`config.mk`:
```
export PLATFORM = sky130hd
export DESIGN_NAME = spi_reg_burst_master
export DESIGN_NICKNAME = d
export VERILOG_FILES = /design/src/rtl/spi_reg_burst_master.sv
export SDC_FILE = /design/constraint.sdc
export NUM_CORES = 1
export LEC_CHECK = 0
export CORE_ASPECT_RATIO = 0.75
export CORE_MARGIN = 2
export CORE_UTILIZATION = 30
export DETAILED_ROUTE_END_ITERATION = 10
export HOLD_SLACK_MARGIN = 0.1
export SETUP_SLACK_MARGIN = 0.1
export SYNTH_ARGS = -nofsm -noshare
export SYNTH_HDL_FRONTEND = slang
export SYNTH_SLANG_ARGS = --single-unit
```
`constraint.sdc`:
```
create_clock -name FSM_clk -period 2.96 [get_ports FSM_clk]
set_clock_uncertainty 0.15 [all_clocks]
set_input_delay 0.592 -clock FSM_clk [delete_from_list [all_inputs] [get_ports FSM_clk]]
set_output_delay 0.592 -clock FSM_clk [all_outputs]
set_load 0.1 [all_outputs]
```
`src/rtl/spi_reg_burst_master.sv`:
```
// spi_reg_burst_master: SPI master for sensor register access with programmable SCLK divider
// and auto-incrementing multi-word burst reads/writes behind a start/busy/done handshake.
module spi_reg_burst_master #(
    parameter int ADDR_W  = 7,
    parameter int DATA_W  = 8,
    parameter int CLK_DIV = 1,
    parameter int BURST_W = 2
) (
    input  logic               FSM_clk,
    input  logic               rst_n,
    input  logic               start,
    input  logic               rw,
    input  logic [ADDR_W-1:0]  reg_addr,
    input  logic [BURST_W-1:0] burst_len_m1,
    input  logic [DATA_W-1:0]  wr_data,
    output logic               wr_req,
    output logic [DATA_W-1:0]  rd_data,
    output logic               rd_valid,
    output logic               busy,
    output logic               done,
    output logic               SPI_CLK,
    output logic               SPI_IN,
    input  logic               SPI_OUT,
    output logic               SPI_EN,
    output logic [2:0]         state
);
    localparam int DIV_W = $clog2(CLK_DIV + 1);
    localparam int CNT_W = $clog2((ADDR_W > DATA_W ? ADDR_W : DATA_W) + 1);
    localparam logic [DIV_W-1:0] DIV_LAST = DIV_W'(CLK_DIV - 1);
    localparam logic [DIV_W-1:0] DIV_PRE = DIV_W'(CLK_DIV > 1 ? CLK_DIV - 2 : 0);
    localparam logic [CNT_W-1:0] ADDR_LAST = CNT_W'(ADDR_W - 1);
    localparam logic [CNT_W-1:0] DATA_LAST = CNT_W'(DATA_W - 1);

    typedef enum logic [2:0] {IDLE = 3'd0, CMD, ADDR, WDATA, RDATA, FINISH} state_t;

    state_t             r_state;
    logic [DIV_W-1:0]   r_div;
    logic               r_phase;
    logic [CNT_W-1:0]   r_cnt;
    logic [BURST_W-1:0] r_words;
    logic               r_rw;
    logic [ADDR_W-1:0]  r_addr;
    logic [DATA_W-1:0]  r_wdata;
    logic [DATA_W-2:0]  r_rdsh;

    logic              w_half_end, w_rise, w_bit_end, w_pre_last, w_word_end, w_wr_next;
    logic [DATA_W-1:0] w_rd_word;

    assign state      = r_state;
    assign w_half_end = r_div == DIV_LAST;
    assign w_rise     = w_half_end && !r_phase;
    assign w_bit_end  = w_half_end && r_phase;
    // true one cycle before the last high-phase cycle of the current bit
    assign w_pre_last = (CLK_DIV == 1) ? w_rise : (r_phase && r_div == DIV_PRE);
    assign w_word_end = r_cnt == DATA_LAST;
    assign w_wr_next  = (r_state == ADDR && r_cnt == ADDR_LAST && r_rw) ||
                        (r_state == WDATA && w_word_end && r_words != '0);
    assign w_rd_word  = {r_rdsh, SPI_OUT};

    always_ff @(posedge FSM_clk) begin
        if (!rst_n) begin
            r_state  <= IDLE;
            r_div    <= '0;
            r_phase  <= 1'b0;
            r_cnt    <= '0;
            r_words  <= '0;
            r_rw     <= 1'b0;
            r_addr   <= '0;
            r_wdata  <= '0;
            r_rdsh   <= '0;
            wr_req   <= 1'b0;
            rd_data  <= '0;
            rd_valid <= 1'b0;
            busy     <= 1'b0;
            done     <= 1'b0;
            SPI_CLK  <= 1'b0;
            SPI_IN   <= 1'b0;
            SPI_EN   <= 1'b0;
        end else begin
            done     <= 1'b0;
            rd_valid <= 1'b0;
            wr_req   <= 1'b0;
            case (r_state)
                IDLE: if (start) begin
                    r_state <= CMD;
                    r_rw    <= rw;
                    r_addr  <= reg_addr;
                    r_words <= burst_len_m1;
                    r_div   <= '0;
                    r_phase <= 1'b0;
                    r_cnt   <= '0;
                    busy    <= 1'b1;
                    SPI_EN  <= 1'b1;
                    SPI_CLK <= 1'b0;
                    SPI_IN  <= rw;
                end
                CMD, ADDR, WDATA, RDATA: begin
                    wr_req <= w_pre_last && w_wr_next;
                    r_div  <= w_half_end ? '0 : r_div + 1'b1;
                    if (w_rise) begin
                        r_phase <= 1'b1;
                        SPI_CLK <= 1'b1;
                        if (r_state == RDATA) begin
                            r_rdsh <= w_rd_word[DATA_W-2:0];
                            if (w_word_end) begin
                                rd_data  <= w_rd_word;
                                rd_valid <= 1'b1;
                            end
                        end
                    end else if (w_bit_end) begin
                        r_phase <= 1'b0;
                        SPI_CLK <= 1'b0;
                        r_cnt   <= r_cnt + 1'b1;
                        if (r_state == CMD) begin
                            r_state <= ADDR;
                            r_cnt   <= '0;
                            SPI_IN  <= r_addr[ADDR_W-1];
                            r_addr  <= r_addr << 1;
                        end else if (r_state == ADDR) begin
                            if (r_cnt == ADDR_LAST) begin
                                r_state <= r_rw ? WDATA : RDATA;
                                r_cnt   <= '0;
                                SPI_IN  <= r_rw & wr_data[DATA_W-1];
                                r_wdata <= wr_data << 1;
                            end else begin
                                SPI_IN <= r_addr[ADDR_W-1];
                                r_addr <= r_addr << 1;
                            end
                        end else if (w_word_end) begin
                            r_cnt <= '0;
                            if (r_words == '0) begin
                                r_state <= FINISH;
                                SPI_IN  <= 1'b0;
                            end else begin
                                r_words <= r_words - 1'b1;
                                SPI_IN  <= (r_state == WDATA) & wr_data[DATA_W-1];
                                r_wdata <= wr_data << 1;
                            end
                        end else begin
                            SPI_IN  <= (r_state == WDATA) & r_wdata[DATA_W-1];
                            r_wdata <= r_wdata << 1;
                        end
                    end
                end
                FINISH: begin
                    r_div <= r_div + 1'b1;
                    if (w_half_end) begin
                        r_state <= IDLE;
                        SPI_EN  <= 1'b0;
                        busy    <= 1'b0;
                        done    <= 1'b1;
                    end
                end
                default: r_state <= IDLE;
            endcase
        end
    end
endmodule

```
==> out/qor.yml <==
timing:
  setup_viol: 0
  period_share_pct: 80.36
  fin_tns_setup_ps: 0
  fmax_ghz: 0.4204
  slew_violations: 0
  max_slew_margin_pct: 49.08
  worst_pin_slew_ps: 762.1
  timing.final.crit_period_ps: 2379
  finalHoldViolations: 0
  rsz0062_at_grt: "false"
clock_tree:
  cts_inserted_buffers: 5
  cts_resized: 0
  clk_pin_slew_worst_paths_ps: 90
  post-cts-setup-buffers: 0
  cts_hold_buf: 0
  cts_tree: "yes"
  clk_latency_ps: 300
  ctsRootBufferMaster: "clkbuf_8"
  clock-sinks: 46
  cts_max_level: 2
  cts_buffer_depth: 2
critical_path:
  worstPathCellList: "clkdlybuf4s50_1, or4b_1, o31ai_1, nand3_1, o31ai_1"
  reg2regPathDepth: 4
  path_depth: 5
  end_kind: "flop"
  cp_data_required_time_ps: 3020
  worst-path-max-fanout: 7
  start_kind: "input pin"
  max_stage_delay_ps: 540
  cp_num_buf_inv: 1
  critPathTopFamily: "simple AND/OR/NAND/NOR gates"
  slowest_stage: "clkdlybuf4s50_1"
  arrival_ps: 2440
  reg2reg_setup_slack_ps: 600
  cpMostUsedCell: "o31ai_1"
  critical_path_class: "in2reg"
power_and_ir_drop:
  power_switching_uw: 552.2
  ir_worst_vdd_mv: 0.2619
  p_clk_share_pct: 28.5
  power_density_nw_per_um2: 550.0
  swShare_pct: 34.04
  p_int_mw: 1.070
  combPwrFrac_pct: 27.9
  p_leak_nw: 1.195
  seq_power_share_pct: 43.6
floorplan:
  core-area_um2: 7848
  die_x_um: 107.5
  num_io_pins: 40
  initial_utilization_pct: 30.72
  fp-row-count: 28
  die_area_um2: 8778
  die_y_um: 81.64
drt:
  wl_met2_um: 2578
  met1Wirelength_um: 3055
  wl_met3_um: 460
  wl_per_cell_um: 14.79
  avgViaCountPerCell: 5.328
  drt_wl_total_um: 6138
  routed.top_layer: "met4"
  vias: 2211
  ant_nets: 0
  dr.pass1.iters: 4
  drc_errors: 0
  drt_iter0_markers: 155
global_route:
  track_usage_pct: 14.65
  grt_max_degree: 33
  grt_pass1_wl_um: 10240
  antenna_found_initial: 0
  grt_overflow: 0
  grt_pass1_vias: 2062
cells_and_area:
  num_antenna_cells: 0
  drive_gt1_share_pct: 14.52
  seqCellArea_um2: 920.9
  fillers: 830
  stdcell_count: 415
  syn_to_final_growth_pct: 22.31
  multi_input_area_um2: 1340
  nets: 335
placed_design:
  hpwl_um: 4155
  io_buffer_count: 39
  globalplace.congestion: 0.8699
  numPlacedInstances: 407
synth:
  ys_seq_elements: 46
  avgSynthCellArea_um2: 8.642
  synth_edf_count: 0
  synthFlopType: "dfxtp_1"
  syn_nets: 305
  async_flop_share_pct: 0
  ys_types: 50
  syn_area_um2: 2411
  synth_warnings: 0
  synth_cells: 279
  synth_seq_area_share_pct: 38.19
flow_run:
  max_cap_viol_count: 0
worst_hold_path:
  hold_path_depth: 2
  min_path_type: "reg2reg"
status:
  status: "complete, no violations"
worst min-delay path, delay by kind of cell (launching register included):
| kind | cells | cell delay [ps] |
|---|---|---|
| flops | 1 | 310 |
| mux | 1 | 50 |
| simple gates | 1 | 50 |
final timing paths:
kind | startpoint | to
hold reg to reg | r_words[1] | r_words[1]
hold / removal | r_words[1] | r_words[1]
setup reg to reg | state[1] | wr_req
setup / recovery | start | r_addr[1]
power groups by stage:
stage               clock network, mW  registers (mW)  logic, mW
global placement                    0           0.720      0.449
finish                          0.462           0.707      0.453
floorplan                           0           0.783      0.265
CTS                             0.482           0.707      0.451
detailed placement                  0           0.721      0.450
global route                    0.505           0.714      0.492
logic make-up after synthesis:
| kind of cell | count (synthesis) | synth area share, % |
|---|---|---|
| AO/OA/AOI/OAI | 80 | 24.13 |
| buffers and inverters | 34 | 6.228 |
| flip-flops | 46 | 38.19 |
| multiplexers | 23 | 9.548 |
| adder cells (fa/ha/maj) | 4 | 2.076 |
| AND/OR/NAND/NOR | 92 | 19.82 |
Yosys cell counts, drive strengths merged, types with 2 or more instances:
library cell  count  area, µm²
a22oi             2      15.01
or3               2      12.51
buf              10      60.06
o21a              2      15.01
a2111oi           2      17.52
a21oi             8      40.04
nand2            16      60.06
a21o              2      15.01
nand3            12      60.06
nand3b            5      37.54
o211ai            9      67.56
nor3b             2      15.01
clkbuf           16      60.06
mux2i            23      230.2
nor3             11      60.06
o31ai             8      60.06
nor2             28      105.1
a31oi             3      18.77
o311a             6      60.06
a221oi            3      32.53
or3b              3      26.28
ha                4      50.05
o21ai            17      85.08
dfxtp            46      920.9
nor4b             2      17.52
and3b             2      17.52
or4               2      15.01
nand2b            3      18.77
inv               8      30.03
a31o              7      61.31
state kept, by name, summed over array words and instances, names as in the netlist:
name      cells
SPI_EN        1
SPI_IN        1
done          1
r_addr        7
r_cnt         4
r_div         1
r_phase       1
r_rdsh        7
r_rw          1
r_wdata       7
r_words       2
rd_data       8
rd_valid      1
state         3
wr_req        1
layout by cell type, fill, tap and decap left out, types with 2 or more instances in the layout:
cell type,netlist,routed
a2111oi_0,2,2
a21o_1,2,2
a21oi_1,8,8
a221oi_1,2,2
a22oi_1,2,2
a31o_2,7,7
a31oi_1,3,3
and3b_1,2,2
buf_4,4,28
clkbuf_1,16,2
clkbuf_8,0,5
clkdlybuf4s50_1,0,21
dfxtp_1,46,46
ha_1,4,4
inv_1,8,8
mux2i_1,23,23
nand2_1,16,16
nand2b_1,3,3
nand3_1,12,12
nand3b_1,5,5
nor2_1,28,28
nor3_1,10,10
nor3b_1,2,2
nor4b_1,2,2
o211ai_1,9,9
o21a_1,2,2
o21ai_0,16,16
o311a_1,6,6
o31ai_1,8,8
or3_1,2,2
or3b_2,2,2
or4_1,2,2
routing by layer:
metal	global-route usage [%]	vias up
met5	0	-
met4	3.974	0
met3	3.651	5
met2	22.01	60
met1	20.86	1055
li1	-	1091
layout make-up:
class	count	area share [%]
multi-input cells	199	45.44
flip-flops and latches	46	31.23
repair buffers	49	14.26
well taps	105	4.455
clock buffers	7	2.588
clock inverters	1	1.018
inverters	8	1.018
metrics by stage:
step           power, mW  utilization (%)  hold slack [ps]  area (µm²)  setup WS (ps)
2_1_floorplan      1.048                -            284.7        2411          340.2
3_5_place_dp       1.170            36.22            304.4        2843          274.0
5_1_grt            1.711            37.58            359.6        2949          371.9
6_report           1.622            37.58            312.0        2949          581.2
4_1_cts            1.640            37.58            316.5        2949          589.3
3_3_place_gp       1.169            36.22            297.0        2843          315.7
Note: power is estimated with default switching activity, not from simulation.
